## src/rtl/shift_add_multiplier_pkg.sv

```systemverilog
// ============================================================================
// Module  : shift_add_multiplier_pkg
// Brief   : Shared FSM state encoding and width helper for the sequential
//           shift-and-add multiplier.
// Revision: 1.0 - initial release
// ============================================================================
`default_nettype none

package shift_add_multiplier_pkg;

    // Controller state encoding
    typedef enum logic [1:0] {
        ST_IDLE = 2'd0,
        ST_RUN  = 2'd1,
        ST_DONE = 2'd2
    } state_t;

    // Ceiling log2, used to size the step counter
    function automatic int clog2(input int value);
        int r;
        r = 0;
        while ((1 << r) < value) begin
            r = r + 1;
        end
        return r;
    endfunction

endpackage

`default_nettype wire

```

## src/rtl/n_full_adder.sv

```systemverilog
// ============================================================================
// Module  : n_full_adder
// Brief   : n-bit ripple-carry adder built from a chain of full-adder cells.
// Revision: 1.0 - initial release
// ============================================================================
`default_nettype none

module n_full_adder #(
    parameter int n = 8
) (
    input  logic [n-1:0] a,
    input  logic [n-1:0] b,
    input  logic         cin,
    output logic [n-1:0] sum
);

    // carry[i] is the carry into bit i
    logic [n-1:0] w_carry;

    assign w_carry[0] = cin;

    // One full-adder cell per bit; the last cell's carry-out is not needed
    // because callers size the adder one bit wider than their operands.
    for (genvar i = 0; i < n; i++) begin : g_bit
        assign sum[i] = a[i] ^ b[i] ^ w_carry[i];
        if (i < n - 1) begin : g_carry
            assign w_carry[i+1] = (a[i] & b[i]) | (w_carry[i] & (a[i] ^ b[i]));
        end
    end

endmodule

`default_nettype wire

```

## src/rtl/shift_add_multiplier.sv

```systemverilog
// ============================================================================
// Module  : shift_add_multiplier
// Brief   : Sequential N x N unsigned shift-and-add multiplier. One add/shift
//           step per clock through a single (N+1)-bit ripple adder; 2N-bit
//           product after N steps, with a start/done handshake.
//           Optional: SHIFT_ADD_ZERO_BYPASS_EN - a zero operand skips RUN and
//           completes in one cycle with product 0.
// Revision: 1.0 - initial release
// ============================================================================
`default_nettype none

module shift_add_multiplier
    import shift_add_multiplier_pkg::*;
#(
    parameter int N = 8
) (
    input  logic           clk,
    input  logic           rst_n,
    input  logic           start,
    input  logic [N-1:0]   a,
    input  logic [N-1:0]   b,
    output logic           busy,
    output logic           done,
    output logic [2*N-1:0] product
);

    localparam int CW = clog2(N) + 1;

    state_t          state_q, state_d;
    logic [N-1:0]    m_q, m_d;
    logic [N-1:0]    q_q, q_d;
    logic [N-1:0]    acc_q, acc_d;
    logic [CW-1:0]   count_q, count_d;
    logic [2*N-1:0]  product_q, product_d;

    logic [N-1:0]    w_addend;
    logic [N:0]      w_sum;

    // Partial product selected by the current multiplier LSB
    assign w_addend = q_q[0] ? m_q : {N{1'b0}};

    n_full_adder #(
        .n (N + 1)
    ) u_adder (
        .a   ({1'b0, acc_q}),
        .b   ({1'b0, w_addend}),
        .cin (1'b0),
        .sum (w_sum)
    );

    // Next-state and datapath update for the add/shift controller
    always_comb begin
        state_d   = state_q;
        m_d       = m_q;
        q_d       = q_q;
        acc_d     = acc_q;
        count_d   = count_q;
        product_d = product_q;
        case (state_q)
            ST_IDLE: begin
                if (start) begin
                    m_d     = a;
                    q_d     = b;
                    acc_d   = '0;
                    count_d = '0;
                    state_d = ST_RUN;
`ifdef SHIFT_ADD_ZERO_BYPASS_EN
                    if ((a == '0) || (b == '0)) begin
                        product_d = '0;
                        state_d   = ST_DONE;
                    end
`endif
                end
            end
            ST_RUN: begin
                // Right shift of {carry, acc, Q}: the adder's carry becomes
                // the new MSB and the retired multiplier bit drops out.
                {acc_d, q_d} = {w_sum, q_q[N-1:1]};
                count_d      = count_q + CW'(1);
                if (count_q == CW'(N - 1)) begin
                    product_d = {w_sum, q_q[N-1:1]};
                    state_d   = ST_DONE;
                end
            end
            ST_DONE: begin
                state_d = ST_IDLE;
            end
            default: begin
                state_d = ST_IDLE;
            end
        endcase
    end

    // State and datapath registers; reset discards any in-flight operation
    always_ff @(posedge clk or negedge rst_n) begin
        if (!rst_n) begin
            state_q   <= ST_IDLE;
            m_q       <= '0;
            q_q       <= '0;
            acc_q     <= '0;
            count_q   <= '0;
            product_q <= '0;
        end else begin
            state_q   <= state_d;
            m_q       <= m_d;
            q_q       <= q_d;
            acc_q     <= acc_d;
            count_q   <= count_d;
            product_q <= product_d;
        end
    end

    assign busy    = (state_q == ST_RUN);
    assign done    = (state_q == ST_DONE);
    assign product = product_q;

endmodule

`default_nettype wire

```

## config.mk

```make
export PLATFORM = sky130hd
export DESIGN_NAME = shift_add_multiplier
export DESIGN_NICKNAME = d
export VERILOG_FILES = /design/src/rtl/shift_add_multiplier_pkg.sv /design/src/rtl/n_full_adder.sv /design/src/rtl/shift_add_multiplier.sv
export SDC_FILE = /design/constraint.sdc
export NUM_CORES = 1
export LEC_CHECK = 0
export CORE_MARGIN = 4
export CORE_UTILIZATION = 45
export CTS_BUF_LIST = sky130_fd_sc_hd__clkbuf_16
export CTS_CLUSTER_DIAMETER = 200
export CTS_CLUSTER_SIZE = 40
export DETAILED_ROUTE_END_ITERATION = 10
export PLACE_DENSITY = 0.72
export SLEW_MARGIN = 20
export SYNTH_ARGS = -nofsm -noshare
export SYNTH_HDL_FRONTEND = slang
export SYNTH_HIERARCHICAL = 1
export SYNTH_SLANG_ARGS = --single-unit
```

## constraint.sdc

```tcl
create_clock -name clk -period 4 [get_ports clk]
set_input_delay 0.6 -clock clk [delete_from_list [all_inputs] [get_ports clk]]
set_output_delay 0.6 -clock clk [all_outputs]
set_load 0.05 [all_outputs]
```

Yosys cells after proc, flatten, opt, wreduce, memory -nomap -nowiden
Cells that the tools add are included.
{"block": "totals", "reg_bits": 46, "in_bits": 19, "output_inout_bits": 18}
{"block": "op_classes", "addsub": 1, "eq_ne": 5, "mux": 10, "bitwise": 37, "reduce_logical": 6}
{"cell": "$pmux 8 s2", "n": 2}
{"cell": "$mux 8", "n": 3}
{"cell": "$and 1x1->1", "n": 15}
{"cell": "$xor 1x1->1", "n": 15}
{"cell": "$pmux 4 s2", "n": 1}
{"cell": "$reduce_and 2->1", "n": 4}
{"cell": "$or 1x1->1", "n": 7}
{"cell": "$add 4x1->4 const B", "n": 1}
{"cell": "$eq 4x3->1 const B", "n": 1}
{"cell": "$mux 2", "n": 2}
{"cell": "$mux 4", "n": 1}
{"cell": "$pmux 2 s2", "n": 1}
{"cell": "$eq 2x1->1 const B", "n": 1}
{"cell": "$eq 2x2->1 const B", "n": 1}
{"cell": "$logic_not 2->1", "n": 1}
{"cell": "$ne 2x1->1 const B", "n": 1}
{"cell": "$ne 2x2->1 const B", "n": 1}
{"cell": "$reduce_bool 2->1", "n": 1}

Logic depth before layout (Yosys ltp)
Gate-level depths: netlist of the first run.
{"block": "depth", "word_depth": 17, "depth_mapped": 13, "depth_no_buf": 13}

By module
Netlist of the first run, hierarchy kept.
{"mod": "shift_add_multiplier", "instances": 1, "cells_each": 146, "area_per_inst_um2": 1976.9, "seq_area_each_um2": 1151.1}
{"mod": "n_full_adder", "instances": 1, "cells_each": 14, "area_per_inst_um2": 202.7, "seq_area_each_um2": 0.0}

Least setup slack after synthesis of the first run
Ideal clock, no wire load.
{"block": "synth_timing", "kind": "reg-to-reg", "startpoint": "register q_q[0]", "endpoint": "register product_q[15] (netlist: product[15])", "arrival_time_ps": 3903, "path_slack_ps": -28, "path_stages_with_launch": 14, "path_buffers": 0, "period_less_slack_ps": 4028, "cell_sequence": "dfrtp_1 and2_1 fa_1 inv_1 fa_1 inv_1 fa_1 fa_1 fa_1 fa_1 fa_1 fa_1 xor3_1 mux2_2"}
{"block": "synth_between", "elab_chain_cells": 16, "elab_cells_between_ends": 30, "cone_classes": "mux: 1; bitwise: 29"}
{"element": "start, declared", "line": "shift_add_multiplier.sv:31", "text": "logic [N-1:0] q_q, q_d;"}
{"element": "start signal, assigned", "line": "shift_add_multiplier.sv:106", "text": "q_q <= q_d;"}
{"element": "$mux 8", "line": "shift_add_multiplier.sv:40", "text": "assign w_addend = q_q[0] ? m_q : {N{1'b0}};"}
{"element": "named net w_addend[0]", "line": "shift_add_multiplier.sv:36", "text": "logic [N-1:0] w_addend;"}
{"element": "$and 1x1->1 (2 in a row)", "line": "n_full_adder.sv:27", "text": "assign w_carry[i+1] = (a[i] & b[i]) | (w_carry[i] & (a[i] ^ b[i]));"}
{"element": "$or 1x1->1", "line": "n_full_adder.sv:27"}
{"element": "$and 1x1->1", "line": "n_full_adder.sv:27"}
{"element": "$or 1x1->1", "line": "n_full_adder.sv:27"}
{"element": "$and 1x1->1", "line": "n_full_adder.sv:27"}
{"element": "$or 1x1->1", "line": "n_full_adder.sv:27"}
{"element": "$and 1x1->1", "line": "n_full_adder.sv:27"}
{"element": "$or 1x1->1", "line": "n_full_adder.sv:27"}
{"element": "$and 1x1->1", "line": "n_full_adder.sv:27"}
{"element": "$or 1x1->1", "line": "n_full_adder.sv:27"}
{"element": "$and 1x1->1", "line": "n_full_adder.sv:27"}
{"element": "$or 1x1->1", "line": "n_full_adder.sv:27"}
{"element": "$and 1x1->1", "line": "n_full_adder.sv:27"}
{"element": "$or 1x1->1", "line": "n_full_adder.sv:27"}
{"element": "named net w_sum[8]", "line": "shift_add_multiplier.sv:37", "text": "logic [N:0] w_sum;"}
{"element": "end signal, assigned", "line": "shift_add_multiplier.sv:109", "text": "product_q <= product_d;"}
{"element": "end, declared", "line": "shift_add_multiplier.sv:34", "text": "logic [2*N-1:0] product_q, product_d;"}
The timed path passes the listed nets, and every way through them passes these cells.
A chain may end at the register's enable or synchronous reset.

Worst setup path after layout of the first run
{"block": "layout_timing", "startpoint": "register m_q[0]", "endpoint": "register product_q[15] (netlist: product[15])"}
{"block": "layout_between", "elab_chain_cells": 16}
{"element": "start, declared", "line": "shift_add_multiplier.sv:30", "text": "logic [N-1:0] m_q, m_d;"}
{"element": "start signal, assigned", "line": "shift_add_multiplier.sv:105", "text": "m_q <= m_d;"}
{"element": "$mux 8", "line": "shift_add_multiplier.sv:40"}
{"element": "named net w_addend[0]", "line": "shift_add_multiplier.sv:36"}
{"element": "$and 1x1->1 (2 in a row)", "line": "n_full_adder.sv:27"}
{"element": "$or 1x1->1", "line": "n_full_adder.sv:27"}
{"element": "$and 1x1->1", "line": "n_full_adder.sv:27"}
{"element": "$or 1x1->1", "line": "n_full_adder.sv:27"}
{"element": "$and 1x1->1", "line": "n_full_adder.sv:27"}
{"element": "$or 1x1->1", "line": "n_full_adder.sv:27"}
{"element": "$and 1x1->1", "line": "n_full_adder.sv:27"}
{"element": "$or 1x1->1", "line": "n_full_adder.sv:27"}
{"element": "$and 1x1->1", "line": "n_full_adder.sv:27"}
{"element": "$or 1x1->1", "line": "n_full_adder.sv:27"}
{"element": "$and 1x1->1", "line": "n_full_adder.sv:27"}
{"element": "$or 1x1->1", "line": "n_full_adder.sv:27"}
{"element": "$and 1x1->1", "line": "n_full_adder.sv:27"}
{"element": "$or 1x1->1", "line": "n_full_adder.sv:27"}
{"element": "named net w_sum[8]", "line": "shift_add_multiplier.sv:37"}
The timed path passes the listed nets, and every way through them passes these cells.

==> report_table.html, run 1 <==
<table>
<tr><th>Metric</th><th>Value</th></tr>
<tr><th colspan="2">Outcome</th></tr>
<tr><td>Status</td><td>completed</td></tr>
<tr><th colspan="2">CTS</th></tr>
<tr><td>Clock Sink Count</td><td>46</td></tr>
<tr><td>Clock tree root buffer cell</td><td>sky130_fd_sc_hd__clkbuf_16</td></tr>
<tr><td>Maximum root-to-sink buffer count</td><td>2</td></tr>
<tr><td>Post-CTS setup buffer count</td><td>0</td></tr>
<tr><td>H-Tree Level Count</td><td>2</td></tr>
<tr><td>Clock buffer count from CTS</td><td>5</td></tr>
<tr><td>Clock latency reported for the late side of the worst-skew pair</td><td>0.28 ns</td></tr>
<tr><td>Clock transition at the register clock pins on the worst setup and hold paths after CTS</td><td>0.06 ns</td></tr>
<tr><td>Post-cts hold buffer count</td><td>0</td></tr>
<tr><td>TritonCTS clock tree</td><td>done</td></tr>
<tr><th colspan="2">Global route</th></tr>
<tr><td>Total global routing track utilization</td><td>15.6%</td></tr>
<tr><td>Vias in the first global route</td><td>1518</td></tr>
<tr><td>First-pass GRT wire length</td><td>7370 um</td></tr>
<tr><td>Leftover overflow at the end of global routing</td><td>0</td></tr>
<tr><td>Initial antenna violation count</td><td>0</td></tr>
<tr><td>Largest net degree at the start of global routing</td><td>47</td></tr>
<tr><th colspan="2">Floorplan</th></tr>
<tr><td>Starting utilization of the core area</td><td>46.5%</td></tr>
<tr><td>I/O pin cnt</td><td>37</td></tr>
<tr><td>Chip height</td><td>77.6 um</td></tr>
<tr><td>Total die area</td><td>0.00602 mm2</td></tr>
<tr><td>Site row count</td><td>25</td></tr>
<tr><td>Chip Width</td><td>77.6 um</td></tr>
<tr><td>Floorplan Core Area</td><td>0.00469 mm2</td></tr>
<tr><th colspan="2">Cells and area</th></tr>
<tr><td>Layout fillers</td><td>374</td></tr>
<tr><td>Diode count</td><td>0</td></tr>
<tr><td>Number of nets in the final layout</td><td>228</td></tr>
<tr><td>Count of placed standard cells in the final layout, fillers left out</td><td>254</td></tr>
<tr><td>Utilization after layout</td><td>58.7%</td></tr>
<tr><td>Share of final-layout standard cells stronger than drive strength 1</td><td>21.5%</td></tr>
<tr><td>Most used cells in the layout excluding fill and tap cells</td><td>sky130_fd_sc_hd__dfrtp_1 (46), sky130_fd_sc_hd__clkdlybuf4s50_1 (35), sky130_fd_sc_hd__mux2_2 (16)</td></tr>
<tr><td>Most frequent standard cell in the layout excluding fill and tap cells</td><td>sky130_fd_sc_hd__dfrtp_1</td></tr>
<tr><td>Synth-to-layout area growth</td><td>26.5%</td></tr>
<tr><th colspan="2">Routing</th></tr>
<tr><td>First-pass iteration count of the detailed router</td><td>4</td></tr>
<tr><td>Routed wire length per instance</td><td>17.0 um</td></tr>
<tr><td>Antenna-violating nets left</td><td>0</td></tr>
<tr><td>Routed met2 length</td><td>2340 um</td></tr>
<tr><td>Starting DRC count in detailed routing</td><td>78</td></tr>
<tr><td>Count of vias placed by the detailed router</td><td>1409</td></tr>
<tr><td>Uppermost signal routing layer after detailed routing</td><td>met4</td></tr>
<tr><td>Via-per-instance ratio</td><td>5.55</td></tr>
<tr><td>WL met3</td><td>152 um</td></tr>
<tr><td>DRC viols</td><td>0</td></tr>
<tr><td>Met1 routed wirelength after detailed routing</td><td>1780 um</td></tr>
<tr><td>Total wire length</td><td>4320 um</td></tr>
<tr><th colspan="2">Pwr</th></tr>
<tr><td>Total power density per cell area</td><td>940 mW/mm2</td></tr>
<tr><td>Proportion of power drawn by the clock network</td><td>17.4%</td></tr>
<tr><td>Switching Power</td><td>1.01 mW</td></tr>
<tr><td>Switching power share of the total</td><td>38.9%</td></tr>
<tr><td>Lkg Pwr</td><td>1.20 nW</td></tr>
<tr><td>Flop pwr share</td><td>34.0%</td></tr>
<tr><td>Combinational share of power</td><td>48.6%</td></tr>
<tr><td>Peak supply drop</td><td>0.000413 V</td></tr>
<tr><td>Internal Pwr Total</td><td>1.58 mW</td></tr>
<tr><th colspan="2">Yosys</th></tr>
<tr><td>Count of flip-flops with a built-in enable after synthesis</td><td>0</td></tr>
<tr><td>Synthesis-stage register bit count</td><td>46</td></tr>
<tr><td>Most frequently used flop master after synthesis</td><td>sky130_fd_sc_hd__dfrtp_1</td></tr>
<tr><td>Ys Warns</td><td>6</td></tr>
<tr><td>Number of different library cells in the post-synthesis netlist</td><td>29</td></tr>
<tr><td>Synth Cell Area</td><td>0.00218 mm2</td></tr>
<tr><td>Share of async-settable or async-resettable flops after synthesis</td><td>100%</td></tr>
<tr><td>Sequential element share of the synthesized area</td><td>52.8%</td></tr>
<tr><td>Synthesized area per cell</td><td>13.6 um2</td></tr>
<tr><td>Cell count after synthesis</td><td>160</td></tr>
<tr><th colspan="2">Critical path</th></tr>
<tr><td>Startpoint types</td><td>flip-flop</td></tr>
<tr><td>Maximum fanout along the worst path</td><td>2</td></tr>
<tr><td>Type of the setup path with the least slack</td><td>reg2reg</td></tr>
<tr><td>Crit end category</td><td>flip-flop</td></tr>
<tr><td>Crit path arrival time</td><td>4.06 ns</td></tr>
<tr><td>Data required time of the worst path</td><td>4.16 ns</td></tr>
<tr><th colspan="2">Place</th></tr>
<tr><td>Cell count after placement</td><td>247</td></tr>
<tr><td>Post-detail-place hpwl</td><td>3000 um</td></tr>
<tr><td>Number of buffers inserted by port buffering</td><td>36</td></tr>
<tr><td>Final Wtd Congestion</td><td>0.743</td></tr>
<tr><th colspan="2">Hold path</th></tr>
<tr><td>Tightest Hold Check Type</td><td>in2async</td></tr>
<tr><th colspan="2">Timing</th></tr>
<tr><td>Final worst path period share</td><td>97.3%</td></tr>
<tr><td>Normalized max-slew margin</td><td>30.9%</td></tr>
<tr><td>Unrepaired setup endpoints after global routing</td><td>true</td></tr>
<tr><td>Hold Slack</td><td>0.315 ns</td></tr>
<tr><td>Clock Skew</td><td>0.00411 ns</td></tr>
<tr><td>Highest clock rate</td><td>257 MHz</td></tr>
<tr><td>Hold violation count in the final report</td><td>0</td></tr>
<tr><td>Minimum period implied by the final worst setup slack</td><td>3.89 ns</td></tr>
<tr><td>Slew at the pin closest to its max-slew limit</td><td>1.03 ns</td></tr>
<tr><td>Sum of negative setup slack</td><td>0 ns</td></tr>
<tr><td>Finish-stage setup viols</td><td>0</td></tr>
<tr><td>Final number of max-transition violations</td><td>0</td></tr>
<tr><th colspan="2">Run</th></tr>
<tr><td>Count of max-cap constraint violations</td><td>0</td></tr>
</table>
## power by group through the flow
| stage | sequential, mW | clock (mW) | combinational [mW] |
|---|---|---|---|
| 6_report | 0.881 | 0.450 | 1.26 |
| 3_3_place_gp | 0.869 | 0 | 1.20 |
| 2_1_floorplan | 1.11 | 0 | 0.649 |
| 5_1_grt | 0.916 | 0.482 | 1.36 |
| 4_1_cts | 0.881 | 0.462 | 1.27 |
| 3_5_place_dp | 0.885 | 0 | 1.26 |
## Yosys cell counts (3+ instances only)
master,instances,share of area [%]
sky130_fd_sc_hd__a21oi_1,9,2.1
sky130_fd_sc_hd__a22o_1,10,4.0
sky130_fd_sc_hd__a22oi_1,8,2.8
sky130_fd_sc_hd__and2_1,8,2.3
sky130_fd_sc_hd__clkbuf_1,3,0.52
sky130_fd_sc_hd__dfrtp_1,46,53
sky130_fd_sc_hd__fa_1,8,7.3
sky130_fd_sc_hd__inv_1,5,0.86
sky130_fd_sc_hd__mux2_2,16,8.3
sky130_fd_sc_hd__mux2_4,9,6.2
sky130_fd_sc_hd__nor2b_1,9,2.6
sky130_fd_sc_hd__o21ai_0,9,2.1
## registers in the layout, summed over array words and instances, names as in the netlist
register  cells
state_q       2
acc_q         8
count_q       4
q_q           8
product      16
m_q           8
## critical path, cell delays in order (launching register included)
cell and delay, ns:
sky130_fd_sc_hd__dfrtp_1 0.37, sky130_fd_sc_hd__and2_1 0.17, sky130_fd_sc_hd__fa_1 0.39, sky130_fd_sc_hd__inv_1 0.08, sky130_fd_sc_hd__fa_1 0.16, sky130_fd_sc_hd__inv_1 0.05, sky130_fd_sc_hd__fa_2 0.34, sky130_fd_sc_hd__fa_2 0.34
sky130_fd_sc_hd__fa_2 0.35, sky130_fd_sc_hd__fa_2 0.35, sky130_fd_sc_hd__fa_2 0.35, sky130_fd_sc_hd__fa_2 0.34, sky130_fd_sc_hd__xor3_1 0.21, sky130_fd_sc_hd__mux2_2 0.28
## kinds of logic after synthesis
kind of cell	synth area share [%]
flops	52.8
other cells	0.172
buf+inv	3.10
compound gates	11.3
fa+ha+maj	7.92
mux	14.9
simple gates	8.73
xor+xnor	1.09
## cell type report
type	instances	area, um2	area share (%)
clock inverters	2	33.8	1.23
flip-flops and latches	46	1150	41.8
clock buffers	5	125	4.54
inverters	6	22.5	0.817
well taps	54	67.6	2.45
repair buffers	38	373	13.5
multi-input cells	103	983	35.7
## per-layer routing
layer | track usage, % | up-vias
li1 | - | 636
met4 | 4.27 | 0
met1 | 20.0 | 744
met3 | 4.29 | 5
met5 | 0 | -
met2 | 26.0 | 24
## repair_timing
action / CTS / global route
cloned: 0 / 0
pin swaps: 0 / 0
endpoints found under the setup margin: 2 / 2
resized for setup: 3 / 2
## metrics by stage
stage / setup WS, ns / total power [mW] / cell area [um2]
2_1_floorplan: 0.0101 / 1.76 / 2190
3_3_place_gp: 0.0159 / 2.07 / 2580
3_5_place_dp: -0.135 / 2.14 / 2580
4_1_cts: 0.000106 / 2.61 / 2750
5_1_grt: -0.00337 / 2.76 / 2760
6_report: 0.108 / 2.59 / 2760
## final timing paths
path	depth (start not counted)	slack (ns)	end	start
hold / removal	1	0.31	product[5]	rst_n
max in group asynchronous	1	3.30	product[15]	rst_n
setup / recovery	13	0.11	product[15]	m_q[0]
min in group clk	1	0.51	product[3]	product[3]
setup reg to reg	13	0.11	product[15]	m_q[0]
hold reg to reg	1	0.51	product[3]	product[3]
Note: power is estimated with default switching activity, not from simulation.
==> inputs of run 2 (changes only) <==
--- a/config.mk
+++ b/config.mk
@@ -5,6 +5,7 @@
 export SDC_FILE = /design/constraint.sdc
 export NUM_CORES = 1
 export LEC_CHECK = 0
+export ABC_CLOCK_PERIOD_IN_PS = 4000
 export CORE_MARGIN = 4
 export CORE_UTILIZATION = 45
 export CTS_BUF_LIST = sky130_fd_sc_hd__clkbuf_16
==> results of run 2 <==
Same layout as run 1: the final DEF is identical, and so are final timing and power.
==> inputs of run 3 (changes only) <==
--- a/config.mk
+++ b/config.mk
@@ -6,7 +6,7 @@
 export NUM_CORES = 1
 export LEC_CHECK = 0
 export ABC_CLOCK_PERIOD_IN_PS = 4000
-export CORE_MARGIN = 4
+export CORE_MARGIN = 2
 export CORE_UTILIZATION = 45
 export CTS_BUF_LIST = sky130_fd_sc_hd__clkbuf_16
 export CTS_CLUSTER_DIAMETER = 200
==> run 3 against run 2 <==
Compared with the run above: final area is 0.86% lower; via count is 3.8% lower; setup slack worse by 0.025 ns; final cell count is 0.39% higher; clock-buffer cell count stayed put; critical endpoint unchanged.
==> report_table.html, run 3 (synthesized netlist as in run 1, its figures left out) <==
<table>
<tr><th>Metric</th><th>Value</th></tr>
<tr><th colspan="2">Global route</th></tr>
<tr><td>Leftover overflow at the end of global routing</td><td>0 (unchanged)</td></tr>
<tr><td>Initial antenna violation count</td><td>0 (unchanged)</td></tr>
<tr><td>Vias in the first global route</td><td>1506 (-0.79%)</td></tr>
<tr><td>Total global routing track utilization</td><td>17.1% (+1.5 points)</td></tr>
<tr><td>Largest net degree at the start of global routing</td><td>47 (unchanged)</td></tr>
<tr><td>First-pass GRT wire length</td><td>7010 um (-4.9%)</td></tr>
<tr><th colspan="2">Pwr</th></tr>
<tr><td>Combinational share of power</td><td>49.7% (+1.1 points)</td></tr>
<tr><td>Total power density per cell area</td><td>918 mW/mm2 (-2.3%)</td></tr>
<tr><td>Lkg Pwr</td><td>1.19 nW (-0.28%)</td></tr>
<tr><td>Tot Pwr</td><td>2.51 mW (-3.2%)</td></tr>
<tr><td>Switching power share of the total</td><td>39.6% (+0.68 points)</td></tr>
<tr><td>Flop pwr share</td><td>35.2% (+1.2 points)</td></tr>
<tr><td>Peak supply drop</td><td>0.000525 V (+27%)</td></tr>
<tr><td>Proportion of power drawn by the clock network</td><td>15.1% (-2.3 points)</td></tr>
<tr><td>Internal Pwr Total</td><td>1.51 mW (-4.3%)</td></tr>
<tr><td>Switching Power</td><td>0.993 mW (-1.5%)</td></tr>
<tr><th colspan="2">Timing</th></tr>
<tr><td>Hold Slack</td><td>0.318 ns (+0.00305 ns)</td></tr>
<tr><td>Hold violation count in the final report</td><td>0 (unchanged)</td></tr>
<tr><td>Normalized max-slew margin</td><td>30.4% (-0.54 points)</td></tr>
<tr><td>Clock Skew</td><td>0.00458 ns (+0.000479 ns)</td></tr>
<tr><td>Highest clock rate</td><td>255 MHz (-0.63%)</td></tr>
<tr><td>Unrepaired setup endpoints after global routing</td><td>false</td></tr>
<tr><td>Finish-stage setup viols</td><td>0 (unchanged)</td></tr>
<tr><td>Minimum period implied by the final worst setup slack</td><td>3.92 ns (+0.0245 ns)</td></tr>
<tr><td>Slew at the pin closest to its max-slew limit</td><td>1.04 ns (+0.00807 ns)</td></tr>
<tr><td>Final number of max-transition violations</td><td>0 (unchanged)</td></tr>
<tr><td>Final worst path period share</td><td>97.9% (+0.61 points)</td></tr>
<tr><th colspan="2">Place</th></tr>
<tr><td>Post-detail-place hpwl</td><td>2900 um (-3.2%)</td></tr>
<tr><td>Cell count after placement</td><td>247 (unchanged)</td></tr>
<tr><td>Number of buffers inserted by port buffering</td><td>36 (unchanged)</td></tr>
<tr><td>Final Wtd Congestion</td><td>0.784 (+5.5%)</td></tr>
<tr><th colspan="2">CTS</th></tr>
<tr><td>Post-CTS setup buffer count</td><td>0 (unchanged)</td></tr>
<tr><td>Clock buffer count from CTS</td><td>5 (unchanged)</td></tr>
<tr><td>Post-cts hold buffer count</td><td>0 (unchanged)</td></tr>
<tr><td>TritonCTS clock tree</td><td>done</td></tr>
<tr><td>Maximum root-to-sink buffer count</td><td>2 (unchanged)</td></tr>
<tr><td>Clock transition at the register clock pins on the worst setup and hold paths after CTS</td><td>0.06 ns (about the same)</td></tr>
<tr><td>Clock Sink Count</td><td>46 (unchanged)</td></tr>
<tr><td>Clock latency reported for the late side of the worst-skew pair</td><td>0.28 ns (about the same)</td></tr>
<tr><td>Clock tree root buffer cell</td><td>sky130_fd_sc_hd__clkbuf_16</td></tr>
<tr><td>H-Tree Level Count</td><td>2 (unchanged)</td></tr>
<tr><th colspan="2">Floorplan</th></tr>
<tr><td>Site row count</td><td>25 (unchanged)</td></tr>
<tr><td>Total die area</td><td>0.00542 mm2 (-10%)</td></tr>
<tr><td>I/O pin cnt</td><td>37 (unchanged)</td></tr>
<tr><td>Floorplan Core Area</td><td>0.00469 mm2 (unchanged)</td></tr>
<tr><td>Starting utilization of the core area</td><td>46.5% (unchanged)</td></tr>
<tr><td>Chip height</td><td>73.6 um (-5.2%)</td></tr>
<tr><td>Chip Width</td><td>73.6 um (-5.2%)</td></tr>
<tr><th colspan="2">Critical path</th></tr>
<tr><td>Startpoint types</td><td>flip-flop</td></tr>
<tr><td>Setup slack of the most critical reg-to-reg path</td><td>0.08 ns (-0.02 ns)</td></tr>
<tr><td>Cell-by-cell trace of the critical path</td><td>and2_1 -&gt; fa_1 -&gt; inv_1 -&gt; fa_1 -&gt; inv_1 -&gt; fa_2 -&gt; fa_2 -&gt; fa_2 -&gt; fa_2 -&gt; fa_2 -&gt; fa_1 -&gt; xor3_1 -&gt; mux2_2</td></tr>
<tr><td>Crit path arrival time</td><td>4.08 ns (+0.02 ns)</td></tr>
<tr><td>Maximum fanout along the worst path</td><td>2 (unchanged)</td></tr>
<tr><td>Number of buffers and inverters on the critical path</td><td>2 (unchanged)</td></tr>
<tr><td>Critical Path Max Stage Delay</td><td>0.38 ns (about the same)</td></tr>
<tr><td>Data required time of the worst path</td><td>4.16 ns (about the same)</td></tr>
<tr><td>Type of the setup path with the least slack</td><td>reg2reg</td></tr>
<tr><td>Crit end category</td><td>flip-flop</td></tr>
<tr><td>Cell family with most CP delay</td><td>adder cells</td></tr>
<tr><td>Crit-path most repeated cell</td><td>sky130_fd_sc_hd__fa_2</td></tr>
<tr><td>Slowest stage cell on the critical path</td><td>sky130_fd_sc_hd__fa_1</td></tr>
<tr><th colspan="2">Hold path</th></tr>
<tr><td>Tightest Hold Check Type</td><td>in2async</td></tr>
<tr><th colspan="2">Routing</th></tr>
<tr><td>First-pass iteration count of the detailed router</td><td>4 (unchanged)</td></tr>
<tr><td>Antenna-violating nets left</td><td>0 (unchanged)</td></tr>
<tr><td>DRC viols</td><td>0 (unchanged)</td></tr>
<tr><td>Via-per-instance ratio</td><td>5.32 (-4.1%)</td></tr>
<tr><td>Total wire length</td><td>4110 um (-4.9%)</td></tr>
<tr><td>Count of vias placed by the detailed router</td><td>1356 (-3.8%)</td></tr>
<tr><td>Routed wire length per instance</td><td>16.1 um (-5.2%)</td></tr>
<tr><td>Starting DRC count in detailed routing</td><td>81 (+3.8%)</td></tr>
<tr><th colspan="2">Cells and area</th></tr>
<tr><td>Utilization after layout</td><td>58.2% (-0.51 points)</td></tr>
<tr><td>Layout fillers</td><td>382 (+2.1%)</td></tr>
<tr><td>Number of nets in the final layout</td><td>228 (unchanged)</td></tr>
<tr><td>Diode count</td><td>0 (unchanged)</td></tr>
<tr><td>Share of final-layout standard cells stronger than drive strength 1</td><td>20.9% (-0.60 points)</td></tr>
<tr><td>Most used cells in the layout excluding fill and tap cells</td><td>sky130_fd_sc_hd__dfrtp_1 (46), sky130_fd_sc_hd__clkdlybuf4s50_1 (35), sky130_fd_sc_hd__mux2_2 (16)</td></tr>
<tr><td>Number of flip-flops under the largest register name</td><td>16 (unchanged)</td></tr>
<tr><td>Count of placed standard cells in the final layout, fillers left out</td><td>255 (+0.39%)</td></tr>
<tr><td>Most frequent standard cell in the layout excluding fill and tap cells</td><td>sky130_fd_sc_hd__dfrtp_1</td></tr>
<tr><td>Synth-to-layout area growth</td><td>25.4%</td></tr>
<tr><th colspan="2">Outcome</th></tr>
<tr><td>Status</td><td>completed</td></tr>
<tr><th colspan="2">Run</th></tr>
<tr><td>Count of max-cap constraint violations</td><td>0 (unchanged)</td></tr>
</table>
[run 3: cell types whose count changed in the layout (fill, tap and decap cells not counted), sizes merged]
cell    previous run  this run
clkinv             2         3
inv                5         6
bufinv             1         0
[run 3: power groups by stage]
stage | Sequential, mW | Clock (mW) | Combinational [mW]
floorplan | 1.11 | 0 | 0.649
detailed placement | 0.886 | 0 | 1.24
CTS | 0.882 | 0.390 | 1.25
global placement | 0.868 | 0 | 1.20
global route | 0.914 | 0.415 | 1.35
finish | 0.882 | 0.379 | 1.25
[run 3: repair_timing]
| item | in CTS | in global routing |
|---|---|---|
| resized for setup | 2 | 2 |
| cloned | 0 | 0 |
| hold endpoints to repair | 0 | 0 |
| endpoints found under the setup margin | 2 | 2 |
[run 3: routing by layer]
layer,vias up,wire length (um),share of wire (%),GRT usage (%)
li1,635,-,-,-
met1,693,1740,42,21.6
met2,24,2200,54,29.0
met3,4,130,3.2,4.12
met4,0,38,0.92,5.25
met5,-,0,0,0
[run 3: final cells by class]
class | instances | area [um2] | share of cell area (%)
Sequential cell | 46 | 1150 | 42.1
Multi-Input combinational cell | 103 | 981 | 35.9
Timing Repair Buffer | 38 | 373 | 13.6
Clock buffer | 5 | 125 | 4.58
Tap cell | 54 | 67.6 | 2.47
Inverter | 6 | 22.5 | 0.824
Clock inverter | 3 | 12.5 | 0.458
[run 3: path summary, 6_finish.rpt]
check	startpoint	endpoint	cells past startpoint
min in group clk	product[5]	product[5]	1
max in group asynchronous	rst_n	m_q[3]	1
worst min-delay path	rst_n	q_q[5]	1
worst max-delay path	m_q[0]	product[15]	13
worst min register to register	product[5]	product[5]	1
worst max register to register	m_q[0]	product[15]	13
[run 3: worst reg2reg max path, stage by stage (launching register included)]
cell	delay, ns
sky130_fd_sc_hd__dfrtp_1	0.37
sky130_fd_sc_hd__and2_1	0.17
sky130_fd_sc_hd__fa_1	0.38
sky130_fd_sc_hd__inv_1	0.08
sky130_fd_sc_hd__fa_1	0.18
sky130_fd_sc_hd__inv_1	0.06
sky130_fd_sc_hd__fa_2	0.34
sky130_fd_sc_hd__fa_2	0.34
sky130_fd_sc_hd__fa_2	0.34
sky130_fd_sc_hd__fa_2	0.35
sky130_fd_sc_hd__fa_2	0.34
sky130_fd_sc_hd__fa_1	0.37
sky130_fd_sc_hd__xor3_1	0.21
sky130_fd_sc_hd__mux2_2	0.27
[run 3: per-stage QoR]
stage                     worst slack, ns  area [um2]  setup TNS [ns]
after floorplan                    0.0101        2190               0
after global placement             0.0106        2580               0
after detailed placement          -0.0758        2580         -0.0993
after CTS                         0.00741        2730               0
after global routing               0.0163        2730               0
final                              0.0836        2730               0
